`config.mk`:
```
export PLATFORM = sky130hd
export DESIGN_NAME = anton_neopixel_receiver
export DESIGN_NICKNAME = d
export VERILOG_FILES = /design/src/rtl/anton_neopixel_receiver.sv
export SDC_FILE = /design/constraint.sdc
export NUM_CORES = 1
export LEC_CHECK = 0
export ABC_AREA = 1
export BUFFER_PORTS_ARGS = -buffer_cell sky130_fd_sc_hd__buf_2
export CORE_ASPECT_RATIO = 1.2
export CORE_MARGIN = 3
export CORE_UTILIZATION = 51
export CTS_CLUSTER_DIAMETER = 50
export DETAILED_ROUTE_END_ITERATION = 6
export PLACE_DENSITY_LB_ADDON = 0.15
export SETUP_SLACK_MARGIN = 0.5
export SLEW_MARGIN = 20
export SYNTH_ARGS = -nofsm -noshare
export SYNTH_HDL_FRONTEND = slang
export SYNTH_SLANG_ARGS = --single-unit
```
`constraint.sdc`:
```
create_clock -name clk7mhz -period 2.3 [get_ports clk7mhz]
set_input_delay 0.115 -clock clk7mhz [delete_from_list [all_inputs] [get_ports clk7mhz]]
set_output_delay 0.115 -clock clk7mhz [all_outputs]
set_load 0.03 [all_outputs]
```
`src/rtl/anton_neopixel_receiver.sv`:
```
// anton_neopixel_receiver: WS2812 line decoder writing one byte per strobe into a pixel buffer.
// Define ANTON_NEOPIXEL_RX_GLITCH_FILTER_EN to add a 3-sample majority spike filter (+1 clk latency).
`timescale 1ns/1ps
`ifndef BUFFER_END_DEFAULT
`define BUFFER_END_DEFAULT 63
`endif
`ifndef RESET_DELAY_DEFAULT
`define RESET_DELAY_DEFAULT 385
`endif
module anton_neopixel_receiver #(
   parameter int BUFFER_END    = `BUFFER_END_DEFAULT,
   parameter int RESET_DELAY   = `RESET_DELAY_DEFAULT,
   parameter int BIT_THRESHOLD = 4,
   parameter int MAX_HIGH      = 10,
   localparam int BUFFER_BITS  = BUFFER_END > 0 ? $clog2(BUFFER_END + 1) : 1
) (
   input  logic                   clk7mhz,
   input  logic                   reset,
   input  logic                   neoDataIn,
   input  logic                   clrStatus,
   output logic [BUFFER_BITS-1:0] wrAddr,
   output logic [7:0]             wrData,
   output logic                   wrValid,
   output logic                   frameDone,
   output logic [BUFFER_BITS:0]   frameLen,
   output logic                   rxError,
   output logic                   rxOverflow,
   output logic                   rxPartial,
   output logic [1:0]             rxState
);
   typedef enum logic [1:0] {SYNC = 2'd0, IDLE = 2'd1, HIGH = 2'd2, LOW = 2'd3} state_t;
   localparam int CMAX = RESET_DELAY > MAX_HIGH + 1 ? RESET_DELAY : MAX_HIGH + 1;
   localparam int CW = $clog2(CMAX + 1);
   localparam logic [CW-1:0] RD = CW'(RESET_DELAY);
   localparam logic [CW-1:0] MH = CW'(MAX_HIGH);
   localparam logic [CW-1:0] BT = CW'(BIT_THRESHOLD);
   localparam logic [BUFFER_BITS:0] LAST = (BUFFER_BITS + 1)'(BUFFER_END);
   state_t state, state_n;
   logic [1:0] sync;
   logic s, s_d, rise, fall;
   logic [CW-1:0] cnt, cnt_n, cnt_inc;
   logic [2:0] bits, bits_n;
   logic [7:0] shreg, shreg_n;
   logic [BUFFER_BITS:0] idx, idx_n;
   logic rdy, rdy_n, valid_n, done_n, err_ev, ovf_ev, part_ev;
   always_ff @(posedge clk7mhz) begin
      sync <= reset ? 2'b00 : {sync[0], neoDataIn};
      s_d <= reset ? 1'b0 : s;
   end
`ifdef ANTON_NEOPIXEL_RX_GLITCH_FILTER_EN
   logic [1:0] hist;
   always_ff @(posedge clk7mhz) hist <= reset ? 2'b00 : {hist[0], sync[1]};
   assign s = (sync[1] & hist[0]) | (sync[1] & hist[1]) | (hist[0] & hist[1]);
`else
   assign s = sync[1];
`endif
   assign rise = s & ~s_d;
   assign fall = ~s & s_d;
   assign cnt_inc = cnt + CW'(1);
   always_comb begin
      state_n = state;
      cnt_n = cnt;
      bits_n = bits;
      shreg_n = shreg;
      idx_n = idx;
      rdy_n = 1'b0;
      valid_n = 1'b0;
      done_n = 1'b0;
      err_ev = 1'b0;
      ovf_ev = 1'b0;
      part_ev = 1'b0;
      // a byte completed on the previous tick is committed (or dropped) one clock later
      if (rdy) begin
         ovf_ev = idx > LAST;
         valid_n = ~ovf_ev;
         idx_n = ovf_ev ? idx : idx + 1'b1;
      end
      case (state)
         SYNC: begin
            cnt_n = s ? '0 : cnt_inc;
            state_n = (!s && cnt_inc == RD) ? IDLE : SYNC;
         end
         IDLE: if (rise) begin
            state_n = HIGH;
            cnt_n = CW'(1);
            idx_n = '0;
            bits_n = '0;
         end
         HIGH: if (fall) begin
            shreg_n = {shreg[6:0], cnt >= BT};
            bits_n = bits + 3'd1;
            rdy_n = &bits;
            state_n = LOW;
            cnt_n = CW'(1);
         end else if (cnt_inc > MH) begin
            err_ev = 1'b1;
            state_n = SYNC;
            cnt_n = '0;
         end else cnt_n = cnt_inc;
         default: if (rise) begin
            state_n = HIGH;
            cnt_n = CW'(1);
         end else if (cnt_inc == RD) begin
            state_n = IDLE;
            done_n = 1'b1;
            part_ev = bits != 3'd0;
         end else cnt_n = cnt_inc;
      endcase
   end
   always_ff @(posedge clk7mhz) begin
      if (reset) begin
         state <= SYNC;
         cnt <= '0;
         bits <= '0;
         shreg <= '0;
         idx <= '0;
         rdy <= 1'b0;
         wrAddr <= '0;
         wrData <= '0;
         wrValid <= 1'b0;
         frameDone <= 1'b0;
         frameLen <= '0;
         rxError <= 1'b0;
         rxOverflow <= 1'b0;
         rxPartial <= 1'b0;
      end else begin
         state <= state_n;
         cnt <= cnt_n;
         bits <= bits_n;
         shreg <= shreg_n;
         idx <= idx_n;
         rdy <= rdy_n;
         wrValid <= valid_n;
         wrAddr <= valid_n ? idx[BUFFER_BITS-1:0] : wrAddr;
         wrData <= valid_n ? shreg : wrData;
         frameDone <= done_n;
         frameLen <= done_n ? idx : frameLen;
         rxError <= err_ev | (rxError & ~clrStatus);
         rxOverflow <= ovf_ev | (rxOverflow & ~clrStatus);
         rxPartial <= part_ev | (rxPartial & ~clrStatus);
      end
   end
   assign rxState = state;
endmodule

```
======== After elaboration in Yosys (flattened, before gate mapping) ========
Cells that the tools add are included.
storage, ports and cells
  bits in registers ....................... 59
  input bits .............................. 4
  output and inout bits ................... 28
  word-level logic and storage cells ...... 88
operators by class
  $add $sub $neg .......................... 3
  order comparisons ....................... 3
  equality and inequality tests ........... 7
  multiplexer cells ....................... 32
  bitwise operators ....................... 14
  reductions and logical operators ........ 13
operators by type and width
  kind                                                                                 count
  9-bit 2-to-1 mux                                                                     6
  7-bit 2-to-1 mux                                                                     4
  9-bit case mux with 3 select lines                                                   1
  1-bit 2-to-1 mux                                                                     12
  2-bit 2-to-1 mux                                                                     5
  9-bit by 1-bit adder with 9-bit output, second input constant                        1
  9-bit equality test, second input constant                                           1
  9-bit by 3-bit greater-or-equal comparator with 1-bit output, second input constant  1
  9-bit by 4-bit greater-than comparator with 1-bit output, second input constant      1
  3-bit AND reduction                                                                  3
  7-bit by 1-bit adder with 7-bit output, second input constant                        1
  7-bit by 6-bit greater-than comparator with 1-bit output, second input constant      1
  3-bit 2-to-1 mux                                                                     2
  1-bit inverter                                                                       6
  2-bit case mux with 3 select lines                                                   1
  3-bit case mux with 2 select lines                                                   1
  3-bit OR reduction                                                                   2
  1-bit AND                                                                            5
  2-bit != test, second input constant                                                 2
  4-bit by 2-bit != test with 1-bit output, second input constant                      1
  2-bit AND reduction                                                                  2
  4-bit nonzero test                                                                   1
  3-bit by 1-bit adder with 3-bit output, second input constant                        1
  3-bit != test, second input constant                                                 1
  8 further kinds                                                                      10

======== Longest topological paths before layout ========
  word-level depth ........................ 6
  gate-level depth with buffers ........... 13
  depth with buffers taken out ............ 13

======== Worst setup path before layout ========
OpenSTA, ideal clock, no wires.
  kind .................................... register to register
  start point ............................. register cnt[0]
  end point ............................... register cnt[8]
  library setup time ...................... 0.117 ns
  data arrival time ....................... 1.633 ns
  required time ........................... 2.183 ns
  setup slack ............................. 0.550 ns
  cell stages (with the launch flop) ...... 11
  buffers on the path ..................... 0
  period minus slack after synthesis ...... 1.750 ns
  path through ............................ dfxtp_1 -> ha_1 -> nand2_2 -> a21boi_0 -> nand3_2 -> nor2_4 -> nand3_4 -> nand2_4 -> nand2_4 -> o21ai_0 -> nor2_1
between the ends
  longest elaborated chain between the ends .. 5
  elaborated cells between the ends (all ways) .. 11
  classes of those cells .................. 1 x add/sub; 1 x order compare; 2 x eq/ne; 6 x mux; 1 x reduce/logical
ends and longest elaborated chain
  item                                                      line  source
  start, declared                                           41    logic [CW-1:0] cnt, cnt_n, cnt_inc;
  start signal, assigned                                    128   cnt <= cnt_n;
  9-bit by 1-bit adder with 9-bit output (*)                59    assign cnt_inc = cnt + CW'(1);
  9-bit by 4-bit greater-than comparator with 1-bit output  95    end else if (cnt_inc > MH) begin
  9-bit 2-to-1 mux                                          95
  9-bit 2-to-1 mux                                          89    HIGH: if (fall) begin
  9-bit case mux with 3 select lines                        78    case (state)
Mark *: on every way between the ends. The rest lies on a longest branch, timed or not. The select of a mux whose other input is x is not followed.
A chain may end at the register's enable or synchronous reset.

======== Worst setup path after layout ========
  start point ............................. register cnt[0]
  end point ............................... register frameLen[1]
between the ends
  longest elaborated chain between the ends .. 5
ends and longest elaborated chain
  item                                    line  source
  9-bit by 1-bit adder with 9-bit output  59
  9-bit equality test                     103   end else if (cnt_inc == RD) begin
  1-bit 2-to-1 mux                        103
  1-bit 2-to-1 mux                        100   default: if (rise) begin
  1-bit 2-to-1 mux                        78
  end signal, assigned                    137   frameLen <= done_n ? idx : frameLen;
  end, declared                           25    output logic [BUFFER_BITS:0] frameLen,
No other way between the ends.

==> flow_metrics.py <==
metrics = {
    "cts": {
        "htree_levels": 3,
        "cts_num_sinks": 59,
        "clkLatencyLatePin_ns": 0.33,
        "cts_tree": "done",
        "cts.clk_slew.worst_paths_ns": 0.06,
        "clockBufferDepth": 2,
        "cts_buffers": 9,
        "cts-root-buf": "clkbuf_8",
    },
    "setup_path": {
        "crit_path_max_incr_delay_ns": 0.38,
        "worstSetupStartpointType": "register",
        "arrival_ns": 2.09,
        "cp-end-kind": "register",
        "worstSetupPathType": "register to register",
        "slowest_stage": "dfxtp_4",
        "cp_data_required_time_ns": 2.56,
        "crit_top_cell": "buf_4",
        "cp_max_fo": 7,
        "crit_buf_inv": 3,
        "rrSetupSlack_ns": 0.47,
        "crit_family": "simple AND/OR/NAND/NOR gates",
        "crit_chain": "buf_4 -> buf_4 -> nand4_1 -> nand2_1 -> nand3_1 -> nor2_4 -> nand3_4 -> nor2_4 -> buf_4 -> o21ai_2 -> a21oi_1",
    },
    "layout": {
        "multiInputGateArea_um2": 1433,
        "layout-drive-gt1-share_pct": 30.88,
        "syn2layout_area_growth_pct": 28.90,
        "fin_nets": 428,
        "layout.area.seq_um2": 1200,
        "postLayoutCoreUtil_pct": 68.99,
        "n_fill_cell": 408,
        "n_antenna_cell": 0,
    },
    "sta": {
        "min_period_over_period_pct": 79.50,
        "setup_violations": 0,
        "slew_headroom_pct": 63.03,
        "drv_slew": 0,
        "rsz0062_at_grt": "true",
        "setup_ws_ns": 0.4714,
        "finClkSkew_ns": 0.006602,
        "hold_viol": 0,
        "max_freq_mhz": 546.9,
        "setup_tns_ns": 0,
        "min_period_ns": 1.829,
        "tightest_slew_ns": 0.5539,
    },
    "power_and_ir_drop": {
        "p_per_area_nw_per_um2": 599.5,
        "p_sw_uw": 443.4,
        "pwr-share-seq_pct": 50.4,
        "power_frac_comb_pct": 4.2,
        "power.internal_uw": 1614,
        "p_total_uw": 2058,
        "power_leakage_uw": 0.001524,
        "power.share.switching_pct": 21.55,
        "vdd_ir_drop_max_mv": 0.3703,
        "clock_power_share_pct": 45.4,
    },
    "logic_synthesis": {
        "yosys-top-cells-area": "dfxtp_1 44%, nor2_1 9.6%, nand2_1 6.6%",
        "yosysSeqAreaShare_pct": 44.36,
        "synth_top_area_share_pct": 44.36,
        "synth_top_cell_by_area": "dfxtp_1",
        "synth-seq-cells": 59,
        "synth_flop_cell": "dfxtp_1",
        "ys_types": 32,
        "netlist_instances": 362,
        "syn_nets": 373,
        "synth-edff-count": 0,
        "syn_avg_cell_area_um2": 7.355,
        "ys_async_sr_fraction_pct": 0,
        "synth_warnings": 0,
        "syn-cell-area_um2": 2663,
    },
    "die": {
        "coreArea_um2": 4975,
        "io_pins": 32,
        "die_w_um": 71.96,
        "rows": 28,
        "fp.dieArea_um2": 6127,
        "dieHeight_um": 85.15,
        "start_util_pct": 53.52,
    },
    "place": {
        "place_ws_ns": 0.2661,
        "gp_congestion": 0.8980,
        "numPortBuffers": 31,
        "hpwl_um": 4301,
    },
    "detailed_routing": {
        "dr.first_iter.drc_count": 96,
        "drt_pass1_iterations": 4,
        "dr_total_vias": 2545,
        "ant_nets": 0,
        "detail_route.vias_per_cell": 5.291,
        "wl_per_cell_um": 13.50,
        "finalWirelength_um": 6493,
        "drc_errors": 0,
    },
    "global_route": {
        "grt_first_pass_wirelength_um": 10430,
        "overflow": 0,
        "grt_util_all_layers_pct": 21.46,
        "antenna_found_initial": 0,
        "first_global_vias": 2354,
        "grt_max_degree": 22,
    },
    "worst_hold_path": {
        "min_path_type": "input port to register",
    },
    "run": {
        "cap_violations": 0,
    },
    "status": {
        "status": "complete, no violations",
    },
}
[sequential cells by signal (all words and copies together), names as in the netlist, 2 cells and up]
register and flops:
bits 3, cnt 9, frameLen 7, idx 7
rxState 2, shreg 8, sync 2, wrAddr 6
wrData 8
[routing by layer]
| metal | routed length [µm] | track usage, % | vias up |
|---|---|---|---|
| met1 | 2699 | 25.06 | 1177 |
| met3 | 288 | 5.687 | 18 |
| met4 | 186 | 9.744 | 0 |
| li1 | - | - | 1284 |
| met5 | 0 | 0 | - |
| met2 | 3318 | 36.37 | 66 |
[cell type report]
class                   count  area share, %
multi-input cells         248          41.74
clock inverters             2          1.021
well taps                  60          2.187
clock buffers              13          4.630
flip-flops and latches     59          34.96
inverters                  43          4.849
repair buffers             56          10.61
[stage by stage]
stage               instances  area (µm²)  hold WS [ns]
finish                    481        3432       0.08391
detailed placement        450        2900        0.3255
floorplan                 362        2663        0.2220
CTS                       471        3176       0.06785
global route              481        3432       0.08740
global placement          450        2900        0.3149
[layout by cell type (no fill, tap or decap), types with 5 or more instances in the layout]
master	synthesis	routed
a211oi_1	5	5
a21oi_1	26	22
a21oi_2	1	5
buf_2	3	31
buf_4	1	19
buf_6	1	5
clkbuf_8	0	11
dfxtp_1	59	50
dfxtp_2	0	6
ha_1	7	5
inv_1	41	39
nand2_1	47	42
nand2_2	3	5
nand3_1	26	21
nand3_2	2	5
nor2_1	68	60
nor2_2	2	8
nor2_4	3	5
o21ai_0	35	27
o21ai_2	3	9
[synth_stat cells, drive strengths merged, types with 2 or more instances]
cell / number
nor2: 73
dfxtp: 59
nand2: 52
inv: 43
o21ai: 40
nand3: 29
a21oi: 27
ha: 7
buf: 6
clkbuf: 6
a211oi: 5
nand4: 4
nor3: 4
xor2: 2
[tightest hold or removal path, cell delays in order]
cell and delay (ns):
buf_2 0.07, or2_2 0.11, o21ai_0 0.07
[what timing repair did]
item / CTS / global route
hold buffers: 1 / 0
gates resized for setup: 15 / 56
pin swaps: 2 / 18
gates cloned: 0 / 0
buffers inserted: 5 / 10
endpoints found under the hold margin: 1 / 0
endpoints found under the setup margin: 20 / 31
[worst paths after layout]
kind                  start           to  depth (start not counted)
setup / recovery     cnt[0]  frameLen[1]                         11
hold / removal    clrStatus    rxPartial                          3
setup reg to reg     cnt[0]  frameLen[1]                         11
hold reg to reg     sync[0]      sync[1]                          2
[cells by family (layout without fill, tap and decap cells)]
group | after synthesis | count (layout) | share of synthesized area (%)
and+or+nand+nor | 164 | 164 | 27.96
DFF | 59 | 59 | 44.36
adders and majority gates | 7 | 7 | 3.289
buffers and inverters | 55 | 114 | 8.318
AOI/OAI and AO/OA | 75 | 75 | 15.41
xor gates and xnor gates | 2 | 2 | 0.6580
[power by group through the flow]
stage / sequential (µW) / combinational [µW] / clock [µW]
floorplan: 1060 / 46.8 / 0
global placement: 1060 / 60.5 / 0
detailed placement: 1060 / 61.6 / 0
CTS: 1040 / 67.2 / 951
global route: 1040 / 93.0 / 990
finish: 1040 / 86.2 / 935
Note: power is estimated with default switching activity, not from simulation.
